## config.mk

```make
export PLATFORM = sky130hd
export DESIGN_NAME = uart_sort_sequencer
export DESIGN_NICKNAME = d
export VERILOG_FILES = /design/src/rtl/uart_sort_pkg.sv /design/src/rtl/uart_sort_insert_array.sv /design/src/rtl/uart_sort_sequencer.sv
export SDC_FILE = /design/constraint.sdc
export NUM_CORES = 1
export LEC_CHECK = 0
export BUFFER_PORTS_ARGS = -buffer_cell sky130_fd_sc_hd__buf_2
export CORE_MARGIN = 3
export CORE_UTILIZATION = 40
export CTS_BUF_LIST = sky130_fd_sc_hd__clkbuf_16
export CTS_CLUSTER_DIAMETER = 60
export DETAILED_ROUTE_END_ITERATION = 8
export GPL_TIMING_DRIVEN = 1
export HOLD_SLACK_MARGIN = 0.05
export SYNTH_ARGS = -nofsm -noshare
export SYNTH_HDL_FRONTEND = slang
export SYNTH_SLANG_ARGS = --single-unit
```

## constraint.sdc

```tcl
create_clock -name clk_i -period 2.88 [get_ports clk_i]
set_input_delay 0.288 -clock clk_i [delete_from_list [all_inputs] [get_ports clk_i]]
set_output_delay 0.288 -clock clk_i [all_outputs]
set_load 0.01 [all_outputs]
```

## src/rtl/uart_sort_pkg.sv

```systemverilog
// Shared state type, constants and length check for the UART sort sequencer.
package uart_sort_pkg;

    typedef enum logic [1:0] {
        ST_IDLE,
        ST_LOAD,
        ST_SEND,
        ST_ERR
    } state_t;

    localparam logic [7:0] ERR_BYTE  = 8'hEE;
    localparam int         DEPTH_MAX = 64;

    // A length byte is usable when it names at least one byte and fits the array.
    function automatic bit length_ok(input logic [7:0] len, input int depth);
        return (len != 8'd0) && (int'(len) <= depth);
    endfunction

endpackage

```

## src/rtl/uart_sort_insert_array.sv

```systemverilog
// Sorted register array: each insert compares against every live slot and shifts
// the larger elements up one place, so the contents stay in ascending order.
module uart_sort_insert_array
    import uart_sort_pkg::*;
#(
    parameter int DEPTH = 16
) (
    input  logic                       clk,
    input  logic                       clear,
    input  logic                       ins_en,
    input  logic [7:0]                 ins_data,
    input  logic [$clog2(DEPTH+1)-1:0] count,
    input  logic [$clog2(DEPTH+1)-1:0] rd_idx,
    output logic [7:0]                 rd_data
);

    localparam int CW = $clog2(DEPTH + 1);

    logic [7:0]       slot    [DEPTH];
    logic [7:0]       shifted [DEPTH];
    logic [DEPTH-1:0] keep;

    // keep[i] marks live slots <= the new byte; equal elements stay below it,
    // which keeps duplicates in arrival order.
    always_comb begin
        for (int i = 0; i < DEPTH; i++) begin
            keep[i] = (CW'(i) < count) && (slot[i] <= ins_data);
        end
        shifted[0] = keep[0] ? slot[0] : ins_data;
        for (int i = 1; i < DEPTH; i++) begin
            if (keep[i]) begin
                shifted[i] = slot[i];
            end else if (keep[i-1]) begin
                shifted[i] = ins_data;
            end else begin
                shifted[i] = slot[i-1];
            end
        end
    end

    always_comb begin
        rd_data = '0;
        for (int i = 0; i < DEPTH; i++) begin
            if (rd_idx == CW'(i)) begin
                rd_data = slot[i];
            end
        end
    end

    always_ff @(posedge clk) begin
        if (clear) begin
            for (int i = 0; i < DEPTH; i++) begin
                slot[i] <= '0;
            end
        end else if (ins_en) begin
            for (int i = 0; i < DEPTH; i++) begin
                slot[i] <= shifted[i];
            end
        end
    end

endmodule

```

## src/rtl/uart_sort_sequencer.sv

```systemverilog
// Receives a length-prefixed frame, replies with its bytes in ascending order.
// Define UART_SORT_ERR_REPLY_EN to answer a rejected length byte with one EE byte.
module uart_sort_sequencer
    import uart_sort_pkg::*;
#(
    parameter int DEPTH = 16
) (
    input  logic       clk_i,
    input  logic       rst_i,
    input  logic       rx_valid_i,
    input  logic [7:0] rx_data_i,
    output logic       rx_ready_o,
    output logic       tx_valid_o,
    output logic [7:0] tx_data_o,
    input  logic       tx_ready_i,
    output logic       busy_o,
    output logic       err_o
);

    localparam int CW = $clog2(DEPTH + 1);

    state_t        state;
    logic [CW-1:0] len;
    logic [CW-1:0] count;
    logic [CW-1:0] idx;
    logic          ready;
    logic          valid;
    logic          busy;
    logic          err;
    logic          rx_fire;
    logic          tx_fire;
    logic          last_fire;
    logic          ins_en;
    logic          clear;
    logic [7:0]    rd_data;

    // Ready is held low while reset is asserted so nothing is accepted mid-reset.
    assign rx_ready_o = ready & ~rst_i;
    assign tx_valid_o = valid;
    assign busy_o     = busy;
    assign err_o      = err;

    assign rx_fire   = rx_valid_i & rx_ready_o;
    assign tx_fire   = valid & tx_ready_i;
    assign last_fire = tx_fire && (state == ST_SEND) && (idx == len - CW'(1));
    assign ins_en    = rx_fire && (state == ST_LOAD);
    assign clear     = rst_i | last_fire;

`ifdef UART_SORT_ERR_REPLY_EN
    assign tx_data_o = (state == ST_ERR) ? ERR_BYTE : rd_data;
`else
    assign tx_data_o = rd_data;
`endif

    uart_sort_insert_array #(
        .DEPTH (DEPTH)
    ) u_array (
        .clk      (clk_i),
        .clear    (clear),
        .ins_en   (ins_en),
        .ins_data (rx_data_i),
        .count    (count),
        .rd_idx   (idx),
        .rd_data  (rd_data)
    );

    always_ff @(posedge clk_i) begin
        if (rst_i) begin
            state <= ST_IDLE;
            len   <= '0;
            count <= '0;
            idx   <= '0;
            ready <= 1'b1;
            valid <= 1'b0;
            busy  <= 1'b0;
            err   <= 1'b0;
        end else begin
            err <= 1'b0;
            unique case (state)
                ST_IDLE: begin
                    if (rx_fire) begin
                        busy <= 1'b1;
                        if (length_ok(rx_data_i, DEPTH)) begin
                            state <= ST_LOAD;
                            len   <= CW'(rx_data_i);
                            count <= '0;
                        end else begin
                            state <= ST_ERR;
                            err   <= 1'b1;
                            ready <= 1'b0;
`ifdef UART_SORT_ERR_REPLY_EN
                            valid <= 1'b1;
`endif
                        end
                    end
                end
                ST_LOAD: begin
                    if (rx_fire) begin
                        count <= count + CW'(1);
                        if (count + CW'(1) == len) begin
                            state <= ST_SEND;
                            ready <= 1'b0;
                            valid <= 1'b1;
                            idx   <= '0;
                        end
                    end
                end
                ST_SEND: begin
                    if (last_fire) begin
                        state <= ST_IDLE;
                        count <= '0;
                        idx   <= '0;
                        valid <= 1'b0;
                        ready <= 1'b1;
                        busy  <= 1'b0;
                    end else if (tx_fire) begin
                        idx <= idx + CW'(1);
                    end
                end
                ST_ERR: begin
`ifdef UART_SORT_ERR_REPLY_EN
                    if (tx_fire) begin
                        state <= ST_IDLE;
                        valid <= 1'b0;
                        ready <= 1'b1;
                        busy  <= 1'b0;
                    end
`else
                    state <= ST_IDLE;
                    ready <= 1'b1;
                    busy  <= 1'b0;
`endif
                end
                default: begin
                    state <= ST_IDLE;
                    ready <= 1'b1;
                    valid <= 1'b0;
                    busy  <= 1'b0;
                end
            endcase
        end
    end

endmodule

```

==> implementation parameters, run 1 <==
Parameter                              Value

Clock tree
  Root cell of the clock tree    sky130_fd_sc_hd__clkbuf_16
  Clock tree from TritonCTS    yes
  Clk_lat worst skew    roughly 0.44 ns
  Cts bufs inserted    17
  TritonCTS sink count    approximately 150
  Clock slew at reported path FFs    0.08 ns
  Deepest level of the CTS H-tree    4
  Number of buffers between clock root and the deepest sink    2

Routing
  Routed wire per std cell    24.1 um
  Initial DRT Pass Iterations    6
  Number of violations reported at the end of detailed-routing iteration 0    1128
  Mean number of vias per cell    about 6.2
  Count of nets left with antenna violations after detail routing    0
  Vias    approximately 11000
  Final WL    43100 um
  Number of remaining DRC errors    0

Floorplan
  Std-Cell Rows    just over 60
  Die Outline Area    approximately 32000 um^2
  Number of ports placed on the die boundary    24
  Effective utilization at floorplan    41.0%
  Die extent in x    178 um
  Vertical die dimension    between 150 and 200 um
  Core area    28900 um^2

Worst setup path
  Cell with the most instances on the worst path    sky130_fd_sc_hd__buf_4
  Chain of cells forming the critical path    buf_4, ha_4, nor4_2, buf_4, a31oi_1, o22ai_1, o211ai_1, a41oi_1, buf_2
  CP top delay family    compound AO/OA/AOI/OAI gates
  Type of the worst setup path    reg -> out
  CP max stage cell    sky130_fd_sc_hd__dfxtp_4
  Crit path arrival time    2.68 ns
  Data required time at the worst endpoint    2.59 ns
  Reg-to-Reg Start    u_array.slot[3][3]$_SDFFCE_PN0P_
  Maximum cell stage delay along the critical path    ~0.37 ns
  Maximum fanout count along the critical path    6
  Number of buffers and inverters on the critical path    3
  Reg2reg setup slack    roughly 0.28 ns
  Worst setup path start    idx[1]$_SDFFE_PP0P_
  Kind of start point of the critical path    flip-flop
  Kind of end point of the critical path    primary output

Placed design
  Gp weighted congestion    0.993
  Number of I/O port buffers    23
  Detailed placement HPWL    between 30000 and 40000 um
  Pre-CTS setup slack    -0.122 ns
  Placed Cells incl. Taps    1742

Global routing
  Congestion Overflow GR    0
  Number of antenna violations at the first check in global routing    0
  Overall Global Routing Usage    27.2%
  Number of global-route vias before repair    roughly 11000
  First-pass GRT wire length    64600 um
  Maximum number of pins on one net before global-route repair    49

Run status
  Result of the run    complete, but fails checks
  Violations in the final reports    negative setup slack

Cells and area
  Fraction of layout instances using a drive strength above 1    between 15 and 20%
  NumNets Final    1536
  Count of fill cells added during filler insertion    2783
  N_diodes    0
  Commonest non-fill, non-tap cell in the layout    sky130_fd_sc_hd__nand2_1
  Synthesis-to-finish area growth    19.0%
  Fin cells    ~1800
  Commonest cells after routing, fill and taps aside    sky130_fd_sc_hd__nand2_1 (153), sky130_fd_sc_hd__ha_1 (131), sky130_fd_sc_hd__edfxtp_1 (128), sky130_fd_sc_hd__buf_4 (108), sky130_fd_sc_hd__nor2_1 (95)

Pwr
  Net switching share of the total power    between 30% and 40%
  Overall Power    0.00570 W
  Peak VDD IR    0.000315 V
  Power Internal    0.00395 W
  Power dissipated by switching net loads    0.00175 W
  Combinational share of power    15.1%
  Total power per unit cell area    404 nW/um^2
  Proportion of power drawn by flip-flops and latches    45.7%
  Leakage dissipation    around 6 nW
  Clock group share of total power    39.1%

Yosys
  EDFF count, synth    128
  Number of different library cells in the post-synthesis netlist    80
  Commonest register cell after synthesis    sky130_fd_sc_hd__edfxtp_1
  Post-Synthesis Mean Instance Area    9.14 um^2
  Mapped cell area    11900 um^2
  Synthesis-stage register bit count    149
  Fraction of registers with async set/reset    0%
  Net Count, Synth    1445
  Synthesized netlist cell count    1298
  Sequential fraction of the synthesis area    a little over a third
  Yosys warnings    0

Worst hold path
  Worst hold path type    in -> reg
  Worst min-delay path startpoint    rx_valid_i

STA
  Worst clock skew on the final layout    ~0.016 ns
  RSZ-0062 raised after global routing    yes
  Shortest clock period the worst path allows after layout    2.97 ns
  Final Hold Viols    0
  Remaining max-slew budget at the tightest pin    35.2%
  Peak Freq    336 MHz
  Worst slew pin tran    0.968 ns
  Share of the clock period used by the worst path    103%
  Final worst-path setup slack    -0.0928 ns
  Number of setup violations in the final report    6
  Pins over their slew limit    0

Run
  Max-capacitance violation count    0
-- metrics by stage --
step           setup TNS, ns  utilization [%]  hold WS (ns)  cell area (um^2)
2_1_floorplan              0                -         0.443             11900
6_report              -0.291             48.8         0.206             14100
3_5_place_dp          -0.122             45.2         0.473             13100
5_1_grt               -0.769             48.8         0.239             14100
3_3_place_gp          -0.134             45.2         0.456             13100
4_1_cts               -0.336             48.2         0.192             13900
-- tightest hold or removal path, delay by kind of cell --
kind	cells	cell delay (ns)
buffers and inverters	1	0.10
and+or+nand+nor	2	0.20
-- area by class of cell --
type                    instances  area, um^2  area share [%]
multi-input cells            1010        7310            51.8
flip-flops and latches        149        4270            30.3
repair buffers                148        1240            8.76
well taps                     384         480            3.40
clock buffers                  17         425            3.01
inverters                      63         241            1.71
clock inverters                15         141            1.00
-- cells by family (layout without fill, tap and decap cells) --
group,Yosys count,in the layout,share of synthesized area (%)
xor+xnor,12,12,0.950
mux,79,79,6.68
compound gates,350,350,19.9
buf+inv,139,243,4.74
simple gates,434,434,17.5
fa+ha+maj,135,135,14.2
flops,149,149,36.0
-- power groups by stage --
| stage | Sequential, W | Combinational (W) | Clock (W) |
|---|---|---|---|
| after floorplan | 0.00257 | 0.000539 | 0 |
| after CTS | 0.00260 | 0.000853 | 0.00223 |
| after global placement | 0.00265 | 0.000814 | 0 |
| final | 0.00261 | 0.000862 | 0.00223 |
| after global routing | 0.00261 | 0.000958 | 0.00233 |
| after detailed placement | 0.00265 | 0.000841 | 0 |
-- cell usage after synthesis, types with 12 or more instances --
| master | count | share of area, % |
|---|---|---|
| sky130_fd_sc_hd__o21ai_0 | 60 | 2.5 |
| sky130_fd_sc_hd__nand2b_1 | 15 | 0.79 |
| sky130_fd_sc_hd__nor2b_1 | 23 | 1.2 |
| sky130_fd_sc_hd__nand3_1 | 49 | 2.1 |
| sky130_fd_sc_hd__o22ai_1 | 12 | 0.63 |
| sky130_fd_sc_hd__mux2i_1 | 78 | 6.6 |
| sky130_fd_sc_hd__edfxtp_1 | 128 | 32 |
| sky130_fd_sc_hd__o221ai_1 | 12 | 0.89 |
| sky130_fd_sc_hd__a32oi_1 | 13 | 0.96 |
| sky130_fd_sc_hd__a21oi_1 | 86 | 3.6 |
| sky130_fd_sc_hd__nor3_1 | 17 | 0.72 |
| sky130_fd_sc_hd__a21o_1 | 32 | 2.0 |
| sky130_fd_sc_hd__nor2_1 | 98 | 3.1 |
| sky130_fd_sc_hd__nand4_1 | 20 | 1.1 |
| sky130_fd_sc_hd__dfxtp_1 | 21 | 3.5 |
| sky130_fd_sc_hd__inv_1 | 63 | 2.0 |
| sky130_fd_sc_hd__o211ai_1 | 13 | 0.82 |
| sky130_fd_sc_hd__buf_2 | 20 | 0.84 |
| sky130_fd_sc_hd__clkbuf_1 | 48 | 1.5 |
| sky130_fd_sc_hd__o21a_1 | 14 | 0.89 |
| sky130_fd_sc_hd__nand2_1 | 153 | 4.8 |
| sky130_fd_sc_hd__ha_1 | 135 | 14 |
-- metal layers --
| layer | global-route usage [%] | vias to the layer above | share of wire (%) |
|---|---|---|---|
| met5 | 0 | - | 0 |
| met2 | 45.0 | 494 | 47 |
| li1 | - | 5083 | - |
| met1 | 35.3 | 5330 | 41 |
| met4 | 12.6 | 0 | 5.5 |
| met3 | 3.68 | 139 | 6.2 |
-- registers in the layout, indices dropped and copies added (netlist names) --
signal        flops
err_o             1
state             2
count             5
len               5
u_array.slot    128
busy_o            1
idx               5
tx_valid_o        1
ready             1
-- path summary, 6_finish.rpt --
check / to / cells past startpoint
setup / recovery: tx_data_o[6] / 9
hold / removal: err_o$_SDFF_PP0_ / 3
setup reg to reg: u_array.slot[3][2]$_SDFFCE_PN0P_ / 8
hold reg to reg: ready$_SDFFE_PP1P_ / 1
-- timing repair --
item / CTS / global route
setup buffers: 5 / 6
hold buffers: 0 / 0
pin swaps: 14 / 17
resized for setup: 53 / 27
gates cloned: 1 / 1
setup endpoints to repair: 8 / 8
hold endpoints to repair: 0 / 0
No activity file was read; power rests on OpenSTA's default activity.
==> run 2: changes to the inputs <==
==> constraint.sdc (replaced) <==
create_clock -name clk_i -period 2.88 [get_ports clk_i]
set_input_delay 0.576 -clock clk_i [delete_from_list [all_inputs] [get_ports clk_i]]
set_output_delay 0.576 -clock clk_i [all_outputs]
set_load 0.01 [all_outputs]
==> run 2 against run 1 <==
  * Final cell count is 1.6% higher
  * Design area is 4.2% higher
  * Maximum frequency is 8.4% lower
  * Sequential share of layout area is 1.2 points lower
  * The run still ends with negative setup slack left
  * Critical path depth is 2 higher
  * Largest cell class unchanged
  * First-iteration DRC count is 19% higher
  * Setup slack worse by 0.27 ns
  * Critical endpoint is now tx_data_o[2]
  * Power is 0.15% higher
  * Global-route usage is 0.21 points higher
  * Utilization is 2.0 points higher
==> implementation parameters, run 2 (synthesized netlist as in run 1, its figures left out) <==
Parameter                              Value

Run status
  Result of the run    complete, but fails checks
  Violations in the final reports    negative setup slack

Floorplan
  Number of ports placed on the die boundary    24 (unchanged)
  Die Outline Area    31700 um^2 (unchanged)
  Std-Cell Rows    62 (unchanged)
  Core area    28900 um^2 (unchanged)
  Effective utilization at floorplan    41.0% (unchanged)
  Die extent in x    178 um (unchanged)
  Vertical die dimension    178 um (unchanged)

Routing
  Initial DRT Pass Iterations    6 (unchanged)
  Number of remaining DRC errors    0 (unchanged)
  Vias    11200 (+1.6%)
  Mean number of vias per cell    6.19 (about the same)
  Final WL    43400 um (+0.84%)
  Count of nets left with antenna violations after detail routing    0 (unchanged)
  Routed wire per std cell    23.9 um (-0.72%)
  Number of violations reported at the end of detailed-routing iteration 0    1338 (+19%)

Cells and area
  Fraction of layout instances using a drive strength above 1    21.4% (+3.7 points)
  NumNets Final    1564 (+1.8%)
  Commonest non-fill, non-tap cell in the layout    sky130_fd_sc_hd__nand2_1
  Largest register by flop count    u_array.slot
  N_diodes    0 (unchanged)
  Max reg flops    128 (unchanged)
  Commonest cells after routing, fill and taps aside    sky130_fd_sc_hd__nand2_1 (152), sky130_fd_sc_hd__ha_1 (130), sky130_fd_sc_hd__edfxtp_1 (128), sky130_fd_sc_hd__buf_4 (116), sky130_fd_sc_hd__nor2_1 (94)
  Synthesis-to-finish area growth    24.0%

Global routing
  Congestion Overflow GR    0 (unchanged)
  Number of global-route vias before repair    10600 (+0.86%)
  Maximum number of pins on one net before global-route repair    58 (+18%)
  First-pass GRT wire length    64800 um (+0.38%)
  Overall Global Routing Usage    27.4% (+0.21 points)
  Number of antenna violations at the first check in global routing    0 (unchanged)

Worst setup path
  CP top delay family    compound AO/OA/AOI/OAI gates
  Data required time at the worst endpoint    2.30 ns (-0.29 ns)
  Reg-to-Reg Start    len[1]$_SDFFE_PP0P_
  Maximum fanout count along the critical path    5 (-1)
  Number of buffers and inverters on the critical path    5 (+2)
  Crit path arrival time    2.67 ns (about the same)
  Chain of cells forming the critical path    inv_4, ha_4, buf_8, clkinvlp_4, a211oi_4, o221ai_2, a2111oi_2, buf_4, o211ai_1, nand2_1, buf_2
  CP max stage cell    sky130_fd_sc_hd__a2111oi_2
  Kind of start point of the critical path    flip-flop
  Worst setup path start    idx[0]$_SDFFE_PP0P_
  Type of the worst setup path    reg -> out
  Maximum cell stage delay along the critical path    0.43 ns (+0.06 ns)
  Kind of end point of the critical path    primary output

Placed design
  Detailed placement HPWL    32300 um (+0.75%)
  Gp weighted congestion    1.08 (+8.3%)
  Number of I/O port buffers    23 (unchanged)

STA
  Worst slew pin tran    0.967 ns (-0.00160 ns)
  Remaining max-slew budget at the tightest pin    35.3% (+0.11 points)
  Number of setup violations in the final report    8 (+2)
  RSZ-0062 raised after global routing    yes
  Share of the clock period used by the worst path    113% (+9.5 points)
  Shortest clock period the worst path allows after layout    3.25 ns (+0.273 ns)
  Peak Freq    308 MHz (-8.4%)
  Final Hold Viols    0 (unchanged)
  Final worst-path setup slack    -0.365 ns (-0.273 ns)
  Pins over their slew limit    0 (unchanged)
  Setup TNS after final layout    -2.36 ns (-2.07 ns)
  Worst clock skew on the final layout    0.0134 ns (-0.00290 ns)
  Worst hold slack    0.483 ns (+0.277 ns)

Clock tree
  Clock slew at reported path FFs    0.07 ns (about the same)
  Number of buffers between clock root and the deepest sink    2 (unchanged)
  TritonCTS sink count    149 (unchanged)
  Deepest level of the CTS H-tree    4 (unchanged)
  Clock tree from TritonCTS    yes
  Cts bufs inserted    17 (unchanged)
  Root cell of the clock tree    sky130_fd_sc_hd__clkbuf_16
  Hold buffer count at cts    0 (unchanged)
  Clk_lat worst skew    0.44 ns (about the same)

Pwr
  Overall Power    0.00570 W (+0.15%)
  Total power per unit cell area    388 nW/um^2 (-3.9%)
  Leakage dissipation    6.13 nW (+2.9%)
  Peak VDD IR    0.000267 V (-15%)

Worst hold path
  Worst min-delay path startpoint    ready$_SDFFE_PP1P_
  Worst hold path type    reg -> reg

Run
  Max-capacitance violation count    0 (unchanged)
run 2: cell types whose count changed in the layout (fill, tap and decap cells not counted), sizes merged:
| cell | change |
|---|---|
| buf | +29 |
| clkinvlp | +2 |
| inv | -2 |
| bufbuf | -1 |
run 2: worst paths after layout:
| path | endpoint | slack (ns) | depth (start not counted) |
|---|---|---|---|
| setup / recovery | tx_data_o[2] | -0.37 | 11 |
| hold reg to reg | ready$_SDFFE_PP1P_ | 0.48 | 1 |
| setup reg to reg | u_array.slot[4][13]$_SDFFCE_PN0P_ | 0.23 | 10 |
| hold / removal | ready$_SDFFE_PP1P_ | 0.48 | 1 |
run 2: cell type report:
cell class	instances	area [um^2]
fill	2664	14200
multi-input combinational	1010	7550
sequential	149	4270
timing repair buffer	176	1580
tap	384	480
clock buffer	17	425
inverter	63	253
clock inverter	15	140
run 2: timing repair:
item | in CTS | in global routing
buffers inserted | 9 | 11
pin swaps | 27 | 28
resized for setup | 78 | 42
gates cloned | 0 | 2
hold endpoints to repair | 0 | 0
setup endpoints to repair | 8 | 8
run 2: layer usage:
layer / global-route usage, % / routed length [um]
met1: 35.5 / 17700
met2: 44.3 / 20300
met3: 3.53 / 3130
met4: 15.4 / 2350
met5: 0 / 0
run 2: through the flow:
| stage | util, % | std cells | setup WS [ns] | cell area [um^2] |
|---|---|---|---|---|
| after CTS | 49.7 | 1801 | -0.352 | 14400 |
| final | 50.8 | 1814 | -0.365 | 14700 |
| after floorplan | - | 1298 | 0.00951 | 11900 |
| after detailed placement | 46.2 | 1760 | -0.296 | 13400 |
| after global placement | 46.2 | 1760 | -0.373 | 13400 |
| after global routing | 50.8 | 1814 | -0.488 | 14700 |
run 2: worst reg2reg max path: cells and delay by family (launching register included):
family,cells,cell delay (ns)
adders and majority gates,1,0.20
DFF,1,0.42
xor gates and xnor gates,1,0.23
and+or+nand+nor,2,0.54
muxes,1,0.21
AOI/OAI and AO/OA,2,0.25
buffers and inverters,3,0.57
run 2: power breakdown:
part | leakage (nW) | total (W) | internal, W | switching [W]
Sequential | 1.49 | 0.00261 | 0.00246 | 0.000150
Clock | 0.276 | 0.00221 | 0.00115 | 0.00106
Combinational | 4.36 | 0.000884 | 0.000355 | 0.000529
Total | 6.13 | 0.00570 | 0.00396 | 0.00174
==> run 3: changes to the inputs <==
--- a/config.mk
+++ b/config.mk
@@ -7,7 +7,7 @@
 export LEC_CHECK = 0
 export BUFFER_PORTS_ARGS = -buffer_cell sky130_fd_sc_hd__buf_2
 export CORE_MARGIN = 3
-export CORE_UTILIZATION = 40
+export CORE_UTILIZATION = 45
 export CTS_BUF_LIST = sky130_fd_sc_hd__clkbuf_16
 export CTS_CLUSTER_DIAMETER = 60
 export DETAILED_ROUTE_END_ITERATION = 8
==> run 3 against run 2 <==
  * The flow still finishes with violations (negative setup slack)
  * Setup slack better by 0.057 ns
  * Count of clock-buffer cells in the layout stayed put
  * Sequential share of layout area is 0.60 points higher
  * Maximum frequency is 1.8% higher
  * Via count is 0.81% lower
  * Die area is 11% lower
  * Power is 1.1% higher
  * Clock skew is 0.0067 ns higher
  * First-iteration DRC count is 3.3% higher
  * Utilization is 5.5 points higher
  * Sequential power hardly changed
  * Non-clock buffer count is 14 lower
  * Largest power group unchanged
==> implementation parameters, run 3 (synthesized netlist as in run 1, its figures left out) <==
Parameter                              Value

STA
  Share of the clock period used by the worst path    111% (-2.0 points)
  Final Hold Viols    0 (unchanged)
  RSZ-0062 raised after global routing    yes
  Shortest clock period the worst path allows after layout    3.19 ns (-0.0567 ns)
  Worst hold slack    0.488 ns (+0.00486 ns)
  Worst clock skew on the final layout    0.0201 ns (+0.00667 ns)
  Final worst-path setup slack    -0.309 ns (+0.0567 ns)
  Pins over their slew limit    0 (unchanged)
  Worst slew pin tran    0.790 ns (-0.177 ns)
  Remaining max-slew budget at the tightest pin    47.0% (+12 points)
  Peak Freq    314 MHz (+1.8%)
  Number of setup violations in the final report    8 (unchanged)

Global routing
  Overall Global Routing Usage    30.3% (+2.9 points)
  First-pass GRT wire length    65100 um (+0.42%)
  Congestion Overflow GR    0 (unchanged)
  Number of global-route vias before repair    10600 (+0.25%)
  Maximum number of pins on one net before global-route repair    50 (-14%)
  Number of antenna violations at the first check in global routing    0 (unchanged)

Worst setup path
  Type of the worst setup path    reg -> out
  Kind of start point of the critical path    flip-flop
  Chain of cells forming the critical path    inv_4, ha_4, buf_4, a22oi_1, o221ai_2, a221oi_2, o211ai_1, a221o_1, buf_2
  Kind of end point of the critical path    primary output
  Maximum cell stage delay along the critical path    0.40 ns (-0.03 ns)
  CP max stage cell    sky130_fd_sc_hd__dfxtp_4
  Maximum fanout count along the critical path    8 (+3)
  CP top delay family    compound AO/OA/AOI/OAI gates
  Number of buffers and inverters on the critical path    3 (-2)
  Crit path arrival time    2.61 ns (-0.06 ns)
  Data required time at the worst endpoint    2.30 ns (about the same)

Worst hold path
  Worst hold path type    reg -> reg

Routing
  Number of remaining DRC errors    0 (unchanged)
  Number of violations reported at the end of detailed-routing iteration 0    1382 (+3.3%)
  Count of nets left with antenna violations after detail routing    0 (unchanged)
  Vias    11100 (-0.81%)
  Mean number of vias per cell    6.37 (+3.1%)
  Initial DRT Pass Iterations    6 (unchanged)
  Final WL    43300 um (-0.31%)
  Routed wire per std cell    24.8 um (+3.6%)

Floorplan
  Number of ports placed on the die boundary    24 (unchanged)
  Core area    25500 um^2 (-12%)
  Die extent in x    168 um (-5.5%)
  Std-Cell Rows    58 (-6.5%)
  Die Outline Area    28300 um^2 (-11%)
  Effective utilization at floorplan    46.4% (+5.4 points)
  Vertical die dimension    168 um (-5.5%)

Cells and area
  Count of fill cells added during filler insertion    2330 (-13%)
  Commonest cells after routing, fill and taps aside    sky130_fd_sc_hd__nand2_1 (153), sky130_fd_sc_hd__ha_1 (131), sky130_fd_sc_hd__edfxtp_1 (128), sky130_fd_sc_hd__buf_4 (109), sky130_fd_sc_hd__nor2_1 (97)
  Fraction of layout instances using a drive strength above 1    19.9% (-1.5 points)
  NumNets Final    1550 (-0.90%)
  N_diodes    0 (unchanged)
  Reg area    4270 um^2 (about the same)
  Max reg flops    128 (unchanged)
  Commonest non-fill, non-tap cell in the layout    sky130_fd_sc_hd__nand2_1
  Largest register by flop count    u_array.slot
  Area of the multi-input gates    7460 um^2 (-1.2%)
  Synthesis-to-finish area growth    21.4%

Pwr
  Power Internal    0.00403 W (+1.7%)
  Leakage dissipation    6.07 nW (-1.0%)
  Net switching share of the total power    30.1% (-0.42 points)
  Proportion of power drawn by flip-flops and latches    45.4% (-0.4 points)
  Total power per unit cell area    401 nW/um^2 (+3.3%)
  Peak VDD IR    0.000355 V (+33%)
  Power dissipated by switching net loads    0.00174 W (-0.25%)
  Clock group share of total power    39.3% (+0.6 points)
  Overall Power    0.00577 W (+1.1%)
  Combinational share of power    15.4% (about the same)

Clock tree
  Number of buffers between clock root and the deepest sink    2 (unchanged)
  Clk_lat worst skew    0.44 ns (about the same)
  Clock tree from TritonCTS    yes
  TritonCTS sink count    149 (unchanged)
  Cts bufs inserted    17 (unchanged)
  Hold buffer count at cts    0 (unchanged)
  Root cell of the clock tree    sky130_fd_sc_hd__clkbuf_16
  Clock slew at reported path FFs    0.07 ns (about the same)
  Deepest level of the CTS H-tree    4 (unchanged)

Placed design
  Gp weighted congestion    1.00 (-6.8%)
  Number of I/O port buffers    23 (unchanged)
  Detailed placement HPWL    32400 um (+0.16%)

Run status
  Result of the run    complete, but fails checks
  Violations in the final reports    negative setup slack

Run
  Max-capacitance violation count    0 (unchanged)
-- run 3: power by group through the flow --
stage               logic (W)  registers [W]  clock network, W
floorplan            0.000549        0.00257                 0
global placement     0.000843        0.00266                 0
detailed placement   0.000864        0.00265                 0
CTS                  0.000871        0.00261           0.00227
global route         0.000986        0.00262           0.00234
finish               0.000886        0.00262           0.00227
-- run 3: through the flow --
step / util, % / setup TNS [ns] / setup slack (ns) / instance area (um^2) / instances
after floorplan: - / 0 / 0.00951 / 11900 / 1298
after global placement: 52.2 / -0.308 / -0.120 / 13300 / 1706
after detailed placement: 52.2 / -0.494 / -0.0963 / 13300 / 1706
after CTS: 55.3 / -2.51 / -0.374 / 14100 / 1742
after global routing: 56.3 / -2.75 / -0.368 / 14400 / 1746
final: 56.3 / -2.17 / -0.309 / 14400 / 1746
-- run 3: path summary, 6_finish.rpt --
path	from	to	slack, ns	cells after the start
max	idx[1]$_SDFFE_PP0P_	tx_data_o[1]	-0.31	9
min	ready$_SDFFE_PP1P_	ready$_SDFFE_PP1P_	0.49	1
max reg2reg	len[0]$_SDFFE_PP0P_	u_array.slot[5][3]$_SDFFCE_PP0P_	0.13	10
min reg2reg	ready$_SDFFE_PP1P_	ready$_SDFFE_PP1P_	0.49	1
-- run 3: worst reg2reg max path, delay by kind of cell (launching register included) --
| kind | cells | cell delay, ns |
|---|---|---|
| flip-flops | 1 | 0.33 |
| AND/OR/NAND/NOR | 2 | 0.64 |
| buffers and inverters | 3 | 0.60 |
| AO/OA/AOI/OAI | 2 | 0.28 |
| XOR/XNOR | 1 | 0.23 |
| multiplexers | 1 | 0.22 |
| adder cells (fa/ha/maj) | 1 | 0.22 |
-- run 3: area by class of cell --
type	instances	share of cell area [%]
multi-input combinational	1010	51.8
sequential	149	29.7
timing repair buffer	162	9.95
clock buffer	17	2.96
tap	330	2.87
inverter	63	1.74
clock inverter	15	1.01
-- run 3: routing by layer --
metal	track usage, %	vias to the layer above	routed length [um]
met5	0	-	0
met4	15.5	0	2470
met3	4.67	126	3040
met2	49.0	526	19900
met1	39.5	5368	17900
li1	-	5110	-
-- run 3: repair_timing --
action,4_1_cts,5_1_grt
resized for setup,42,46
setup buffers,4,4
pin swaps,16,23
gates cloned,1,0
setup endpoints to repair,8,8
